### src/rtl/thumb_pkg.sv
// Shared definitions for the thumbnail streamer: geometry, FSM states,
// per-pixel boundary tags and the optional grayscale conversion.
package thumb_pkg;

    localparam int THUMB_W      = 40;
    localparam int THUMB_H      = 30;
    localparam int THUMB_X_BITS = 6;
    localparam int THUMB_Y_BITS = 5;

    typedef enum logic [1:0] {
        IDLE,
        RUN,
        DRAIN
    } thumb_state_t;

    typedef struct packed {
        logic sof;
        logic eol;
        logic eof;
    } thumb_tag_t;

    // One FIFO entry: tags above 24 bits of RGB.
    localparam int THUMB_ENTRY_BITS = 24 + $bits(thumb_tag_t);

    // Y = (R + 2G + B) >> 2, summed at 10 bits so it cannot overflow.
    function automatic logic [23:0] thumb_luma(input logic [23:0] rgb);
        logic [9:0] sum;
        sum = {2'b00, rgb[23:16]} + {1'b0, rgb[15:8], 1'b0} + {2'b00, rgb[7:0]};
        return {3{sum[9:2]}};
    endfunction

endpackage

### src/rtl/thumb_skid_fifo.sv
// Two-entry FIFO holding pixels captured from the thumbnail buffer while
// the downstream sink stalls. Clear drops all entries in one cycle.
module thumb_skid_fifo #(
    parameter int DATA_BITS = 27
) (
    input  logic                 clock,
    input  logic                 resetn,
    input  logic                 clear,
    input  logic                 push,
    input  logic [DATA_BITS-1:0] push_data,
    input  logic                 pop,
    output logic [DATA_BITS-1:0] head,
    output logic [1:0]           count
);

    logic [DATA_BITS-1:0] entry0;
    logic [DATA_BITS-1:0] entry1;
    logic                 wr_ptr;
    logic                 rd_ptr;

    // Storage, pointers and occupancy; clear leaves the stale data in place.
    always_ff @(posedge clock or negedge resetn) begin
        if (!resetn) begin
            entry0 <= '0;
            entry1 <= '0;
            wr_ptr <= 1'b0;
            rd_ptr <= 1'b0;
            count  <= '0;
        end else if (clear) begin
            wr_ptr <= 1'b0;
            rd_ptr <= 1'b0;
            count  <= '0;
        end else begin
            if (push) begin
                if (wr_ptr) begin
                    entry1 <= push_data;
                end else begin
                    entry0 <= push_data;
                end
                wr_ptr <= ~wr_ptr;
            end
            if (pop) begin
                rd_ptr <= ~rd_ptr;
            end
            count <= count + {1'b0, push} - {1'b0, pop};
        end
    end

    assign head = rd_ptr ? entry1 : entry0;

endmodule

### src/rtl/thumb_streamer.sv
// Scans the camera thumbnail buffer in raster order and streams one pixel
// per valid/ready transfer with sof/eol/eof tags.
// Optional feature macro: THUMB_STREAMER_GRAY_EN (replace RGB with {Y,Y,Y}).
module thumb_streamer
    import thumb_pkg::*;
#(
    parameter int WIDTH  = THUMB_W,
    parameter int HEIGHT = THUMB_H
) (
    input  logic                    clock,
    input  logic                    resetn,
    input  logic                    start,
    input  logic                    abort,
    output logic [THUMB_X_BITS-1:0] read_x,
    output logic [THUMB_Y_BITS-1:0] read_y,
    input  logic [31:0]             read_q,
    output logic                    out_valid,
    input  logic                    out_ready,
    output logic [23:0]             out_data,
    output logic                    out_sof,
    output logic                    out_eol,
    output logic                    out_eof,
    output logic                    busy,
    output logic                    done
);

    localparam logic [THUMB_X_BITS-1:0] X_LAST = THUMB_X_BITS'(WIDTH - 1);
    localparam logic [THUMB_Y_BITS-1:0] Y_LAST = THUMB_Y_BITS'(HEIGHT - 1);

    thumb_state_t                state;
    thumb_state_t                state_next;
    logic                        issue;
    logic                        start_go;
    logic                        done_next;
    logic                        room;
    logic                        at_last;
    logic                        inflight;
    logic                        pop;
    thumb_tag_t                  issue_tag;
    thumb_tag_t                  tag_q;
    thumb_tag_t                  head_tag;
    logic [23:0]                 push_rgb;
    logic [23:0]                 head_rgb;
    logic [1:0]                  fifo_count;
    logic [THUMB_ENTRY_BITS-1:0] head_entry;
    logic [7:0]                  unused_alpha;

    assign unused_alpha = read_q[31:24];

    assign at_last        = (read_x == X_LAST) && (read_y == Y_LAST);
    assign issue_tag.sof  = (read_x == '0) && (read_y == '0);
    assign issue_tag.eol  = (read_x == X_LAST);
    assign issue_tag.eof  = at_last;

    assign out_valid = (fifo_count != 2'd0);
    assign pop       = out_valid && out_ready;

    // Reads already in the FIFO plus the one in flight, net of this cycle's
    // pop, must stay below the FIFO depth so a capture always has a slot.
    assign room = ({1'b0, fifo_count} + {2'b00, inflight}) < (3'd2 + {2'b00, pop});

    // A start coinciding with the done pulse belongs to the finished scan.
    assign start_go = start && !abort && (state == IDLE) && !done;

    // Next-state, read issue and done decode; abort overrides everything.
    always_comb begin
        state_next = state;
        issue      = 1'b0;
        done_next  = 1'b0;
        case (state)
            IDLE: begin
                if (start_go) begin
                    state_next = RUN;
                end
            end
            RUN: begin
                issue = room;
                if (room && at_last) begin
                    state_next = DRAIN;
                end
            end
            DRAIN: begin
                if (pop && head_tag.eof) begin
                    state_next = IDLE;
                    done_next  = 1'b1;
                end
            end
            default: state_next = IDLE;
        endcase
        if (abort) begin
            state_next = IDLE;
            issue      = 1'b0;
            done_next  = 1'b0;
        end
    end

    // FSM state register and registered done pulse.
    always_ff @(posedge clock or negedge resetn) begin
        if (!resetn) begin
            state <= IDLE;
            done  <= 1'b0;
        end else begin
            state <= state_next;
            done  <= done_next;
        end
    end

    // Raster address counters: cleared by start, advanced on each issue.
    always_ff @(posedge clock or negedge resetn) begin
        if (!resetn) begin
            read_x <= '0;
            read_y <= '0;
        end else if (start_go) begin
            read_x <= '0;
            read_y <= '0;
        end else if (issue) begin
            if (read_x == X_LAST) begin
                read_x <= '0;
                read_y <= read_y + 1'b1;
            end else begin
                read_x <= read_x + 1'b1;
            end
        end
    end

    // Track the single outstanding buffer read and the tags of its address.
    always_ff @(posedge clock or negedge resetn) begin
        if (!resetn) begin
            inflight <= 1'b0;
            tag_q    <= '0;
        end else begin
            inflight <= issue;
            if (issue) begin
                tag_q <= issue_tag;
            end
        end
    end

`ifdef THUMB_STREAMER_GRAY_EN
    assign push_rgb = thumb_luma(read_q[23:0]);
`else
    assign push_rgb = read_q[23:0];
`endif

    thumb_skid_fifo #(
        .DATA_BITS(THUMB_ENTRY_BITS)
    ) u_fifo (
        .clock    (clock),
        .resetn   (resetn),
        .clear    (abort),
        .push     (inflight),
        .push_data({tag_q, push_rgb}),
        .pop      (pop),
        .head     (head_entry),
        .count    (fifo_count)
    );

    assign {head_tag, head_rgb} = head_entry;

    assign out_data = head_rgb;
    assign out_sof  = out_valid && head_tag.sof;
    assign out_eol  = out_valid && head_tag.eol;
    assign out_eof  = out_valid && head_tag.eof;
    assign busy     = (state != IDLE);

endmodule

### config.mk
export PLATFORM = sky130hd
export DESIGN_NAME = thumb_streamer
export DESIGN_NICKNAME = d
export VERILOG_FILES = /design/src/rtl/thumb_pkg.sv /design/src/rtl/thumb_skid_fifo.sv /design/src/rtl/thumb_streamer.sv
export SDC_FILE = /design/constraint.sdc
export NUM_CORES = 1
export LEC_CHECK = 0
export ABC_AREA = 1
export CAP_MARGIN = 15
export CORE_MARGIN = 4
export CORE_UTILIZATION = 45
export CTS_BUF_LIST = sky130_fd_sc_hd__clkbuf_2
export DETAILED_ROUTE_END_ITERATION = 16
export DONT_BUFFER_PORTS = 1
export RECOVER_POWER = 100
export SYNTH_ARGS = -nofsm -noshare
export SYNTH_HDL_FRONTEND = slang
export SYNTH_SLANG_ARGS = --single-unit
### constraint.sdc
create_clock -name clock -period 1.5 [get_ports clock]
set_input_delay 0.3 -clock clock [delete_from_list [all_inputs] [get_ports clock]]
set_output_delay 0.3 -clock clock [all_outputs]
set_load 0.02 [all_outputs]
* Word level (Yosys, flattened, before mapping)
Cells that the tools add are included.
Storage, ports and cells: ROM bits 0, output and inout port bits 41, RAM bits 0, bits of input ports 37, bits in registers 76, bits in latches 0, memories 0
Operators by class: bitwise operators 3, add/subtract/negate cells 6, shift-type cells 0, div/mod/pow operators 0, muxes and demuxes 22, multiply operators 0, equal/unequal tests 7, $lt $le $gt $ge 1, reduce and logical (&&, ||, !) cells 26
Operators by type and width (number):
- 27-bit 2-to-1 mux | 1
- 6-bit 2-to-1 mux | 3
- 5-bit 2-to-1 mux | 3
- 2-bit nonzero test | 6
- 1-bit logical AND | 11
- 2-bit 2-to-1 mux | 5
- 1-bit 2-to-1 mux | 9
- 3-bit != test, second input constant | 3
- 3-bit AND reduction | 3
- 6-bit by 1-bit adder with 6-bit output, second input constant | 1
- 6-bit equality test, second input constant | 1
- 6-bit zero test | 1
- 2-bit case mux with 3 select lines | 1
- 5-bit by 1-bit adder with 5-bit output, second input constant | 1
- 5-bit equality test, second input constant | 1
- 5-bit zero test | 1
- 2-bit by 1-bit adder with 3-bit output | 1
- 2-bit by 1-bit adder with 3-bit output, first input constant | 1
- 3-bit < comparator | 1
- 1-bit inverter | 3
- 2-bit by 1-bit adder with 2-bit output | 1
- 2-bit by 1-bit equality test with 1-bit output, second input constant | 1
- 2-bit equality test, second input constant | 1
- 1-bit zero test | 2
- 3 further kinds | 3

* Depth between registers and ports, before layout
depth in word-level cells 8, depth in mapped cells 9, depth with buffers taken out 9

* Hierarchy
From an unflattened synthesis, not the netlist that was laid out.
Unflattened totals: cells, all modules 403, area total of the unflattened synthesis 4006.3 um^2
By module, submodules not included:
- thumb_skid_fifo | times used 1, cells each 255, seq. area each 1451.4 um^2, area each 2875.3 um^2
- thumb_streamer | times used 1, cells each 148, seq. area each 450.4 um^2, area each 1131.1 um^2

* Least setup slack after synthesis
No wires, ideal clock.
kind register to register, start point register u_fifo.count[1], end point register u_fifo.count[1], path slack -0.032 ns, arrival time 1.414 ns, data required time 1.382 ns, cell stages (with the launch flop) 10, library setup time 0.118 ns, cells stage by stage dfrtp_1 inv_1 nand2_2 inv_1 nor2_1 ha_1 inv_1 ha_1 xor2_1 nor2_1
Between the ends: cells in the longest elaborated chain, start to end 4, elaborated cells between the ends (all ways) 5, classes of those cells add/sub: 2; mux: 1; reduce/logical: 2
Ends and longest elaborated chain:
- from (decl) | line thumb_skid_fifo.sv:13 | output logic [1:0] count
- from (signal assigned) | line thumb_skid_fifo.sv:45 | count <= count + {1'b0, push} - {1'b0, pop};
- 2-bit nonzero test | line thumb_streamer.sv:55 | assign out_valid = (fifo_count != 2'd0);
- net out_valid | line thumb_streamer.sv:17 | output logic out_valid,
- 1-bit logical AND | line thumb_streamer.sv:56 | assign pop = out_valid && out_ready;
- 2-bit by 1-bit subtractor with 2-bit output | line thumb_skid_fifo.sv:45
- 2-bit 2-to-1 mux | line thumb_skid_fifo.sv:29 | end else if (clear) begin
The timed path passes the listed nets, and every way through them passes these cells. A chain may end at the register's enable or synchronous reset.

* Worst setup path in the final report
start point register u_fifo.rd_ptr, end point output port out_eol
Between the ends: cells in the longest elaborated chain, start to end 2
Ends and longest elaborated chain:
- from (decl) | line thumb_skid_fifo.sv:19 | logic rd_ptr;
- from (signal assigned) | line thumb_skid_fifo.sv:43 | rd_ptr <= ~rd_ptr;
- 27-bit 2-to-1 mux | line thumb_skid_fifo.sv:49 | assign head = rd_ptr ? entry1 : entry0;
- 1-bit logical AND | line thumb_streamer.sv:162 | assign out_eol = out_valid && head_tag.eol;
- to (decl) | line thumb_streamer.sv:21 | output logic out_eol,
Every way passes these cells.

==> results by group <==
Worst setup path
  – Slowest Stage Delay on Critical Path: 0.46 ns
  – CP delay by family, top: flip-flops
  – Arr. time, crit path: 1.52 ns
  – Worst setup EP type: output pin
  – Crit path cell chain: inv_4, buf_12, nand2_2, a21oi_4, buf_6
  – Crit Path Category: flop to output pin
  – CP bufs+invs: 3
  – Max FO, Critical Path: 4
  – Slowest CP cell: dfrtp_1
  – Critical Path RT: roughly 1.2 ns
  – Crit path launch type: flop

Placement
  – IO buf count: 0
  – GP Congestion: about 0.78
  – Post-DP HPWL: roughly 5.1 mm

Detailed routing
  – DRT Pass-1 Iters: 5
  – Detail Route Antenna Nets: 0
  – Iter 0 DRT Violations: approximately 110
  – Routed length per instance: around 14 µm
  – Total number of vias: 3012
  – Number of remaining DRC errors: 0
  – Routed WL: between 8 and 9 mm
  – Vias per std cell: slightly below 5

Final layout
  – Most common cell after layout, fill and taps aside: nand2_1
  – Fillers: around 660
  – Util after Layout: 0.646
  – Area delta synth->final: 38.0%
  – Final nets: between 500 and 600
  – Share of cells above drive strength 1: 0.317
  – Most frequent cells in the layout: 105 x nand2_1, 73 x dfrtp_1, 55 x o21ai_0
  – N_diodes: 0

Clock network
  – Worst skew pair latency: slightly below 0.5 ns
  – CTS Sinks: 76
  – CTS Buffer Depth: 2
  – CTS tree: yes
  – CTS clock-pin slew for the worst setup and hold paths: around 0.21 ns
  – Number of buffers created by CTS: 9
  – CTS HTree Levels: 3
  – Clk root buf: clkbuf_2
  – Hold buffer count at cts: 25

GRT
  – First-pass GRT wire length: between 10 and 15 mm
  – Gr ovfl total: 0
  – Vias in the first global route: about 2900
  – Global Route Usage Sum: 0.182
  – Largest net degree at the start of global routing: just under 80
  – Initial antenna violation count: 0

Logic synthesis
  – Synth warn: 0
  – Syn_area_per_cell: just over 8 µm²
  – Post-synth EDFFs: 0
  – Post-synth top area cell: dfrtp_1
  – Synth Instances: around 450
  – Seq/Total Area, Yosys: 0.521
  – Post-synth top flop: dfrtp_1
  – Net Count, Synth: 491
  – Share of Yosys cell area claimed by the top area cell type: 0.521
  – Ys async rst share: 1.00
  – Post-synthesis register bit count: 76
  – Count of cell types in the netlist: 31
  – Dominant cells by area after synthesis: dfrtp_1 52%, nand2_1 17%, o21ai_0 8.1%
  – Cell Area, Synth: about 3700 µm²

Floorplan
  – Die Ht: 98.1 µm
  – Core footprint: 7810 µm²
  – Die Width: between 90 and 100 µm
  – Die area: slightly below 10000 µm²
  – Row count: 32
  – Initial Utilization: 0.468
  – I/O pins: 78

Timing
  – Fmax: around 550 MHz
  – Max-slew headroom: 0.743
  – RSZ-0062 raised after global routing: true
  – Period utilization: 1.21
  – Final Max Slew Viols: 0
  – Fin Hold WS: -0.528 ns
  – Max Clock Skew: roughly 0.022 ns
  – Setup TNS: -7.61 ns
  – Worst-Margin Slew: just under 0.4 ns
  – Final Setup Violations: 33
  – Tmin final: roughly 1.8 ns
  – Final setup margin: -0.317 ns
  – Final Hold Vio Count: 76

Run
  – MaxCap Viol Count: 0

Min path
  – Tightest Hold Check Type: input port to asynchronous set/reset pin

Pwr
  – VDD IR-drop max: between 0.6 and 0.7 mV
  – LEAKAGE: roughly 2.6 nW
  – Pwr Density: about 1700 nW/µm²

Outcome
  – Failing checks: negative hold slack, negative setup slack
  – Status: complete, but fails checks
-- Yosys cell counts, types with 3 or more instances --
cell type / n
nand2_1: 162
dfrtp_1: 76
o21ai_0: 59
inv_1: 49
nand3_1: 23
nor2_1: 16
ha_1: 9
buf_2: 7
xor2_1: 5
buf_4: 4
nand4_1: 4
a21oi_1: 3
-- flip-flops by register name, summed over array words and instances, names as in the netlist --
name,flops
u_fifo.entry0,27
u_fifo.entry1,27
read_x,6
read_y,5
tag_q,3
state,2
u_fifo.count,2
done,1
inflight,1
u_fifo.rd_ptr,1
u_fifo.wr_ptr,1
-- what timing repair did --
item                                    4_1_cts  5_1_grt
gates resized for setup                     105       39
cloned                                        2        0
pin swaps                                    23       18
endpoints found under the setup margin       46       51
setup buffers                                16        6
endpoints found under the hold margin       131       76
-- through the flow --
step	total power, W	cell area [µm²]	hold slack, ns	cells	setup slack (ns)
global placement	0.00569	3930	0.00712	557	-0.0464
finish	0.00846	5040	-0.528	620	-0.317
floorplan	0.00508	3650	0.00441	445	0.0325
global route	0.00905	5040	-0.621	620	-0.427
CTS	0.00819	4860	-0.604	616	-0.331
detailed placement	0.00577	3930	0.00644	557	-0.0785
-- kinds of logic after synthesis --
| family | after synthesis | synth area share |
|---|---|---|
| compound gates | 65 | 0.0898 |
| xor+xnor | 7 | 0.0168 |
| fa+ha+maj | 9 | 0.0308 |
| buf+inv | 70 | 0.0822 |
| flops | 76 | 0.521 |
| simple gates | 218 | 0.260 |
-- path summary, 6_finish.rpt --
kind	start	endpoint	slack, ns	cells past startpoint
min reg2reg	state[0]	done	0.47	1
min	resetn	u_fifo.entry0[12]	-0.53	0
min in group clock	out_ready	done	0.15	5
max in group asynchronous	resetn	read_y[3]	1.89	0
max	u_fifo.rd_ptr	out_eol	-0.32	5
max reg2reg	u_fifo.count[0]	read_y[3]	-0.03	7
-- routing by layer --
layer / global-route usage / wire, µm / vias up
met5: 0 / 0 / -
met4: 0.0607 / 103 / 0
met3: 0.0364 / 374 / 8
met2: 0.276 / 4000 / 59
met1: 0.261 / 3940 / 1411
li1: - / - / 1534
-- report_power, final --
part	internal, W	switching [W]
Sequential	0.00272	0.000455
Clock	0.000548	0.000720
Combinational	0.00166	0.00235
-- final cells by class --
type,instances,area [µm²],share of cell area
multi-input cells,299,1890,0.375
clock inverters,7,91.3,0.0181
clock buffers,9,45.0,0.00894
inverters,53,209,0.0415
repair buffers,74,772,0.153
flip-flops and latches,76,1910,0.378
well taps,102,128,0.0253
(Power assumes the default switching activity.)
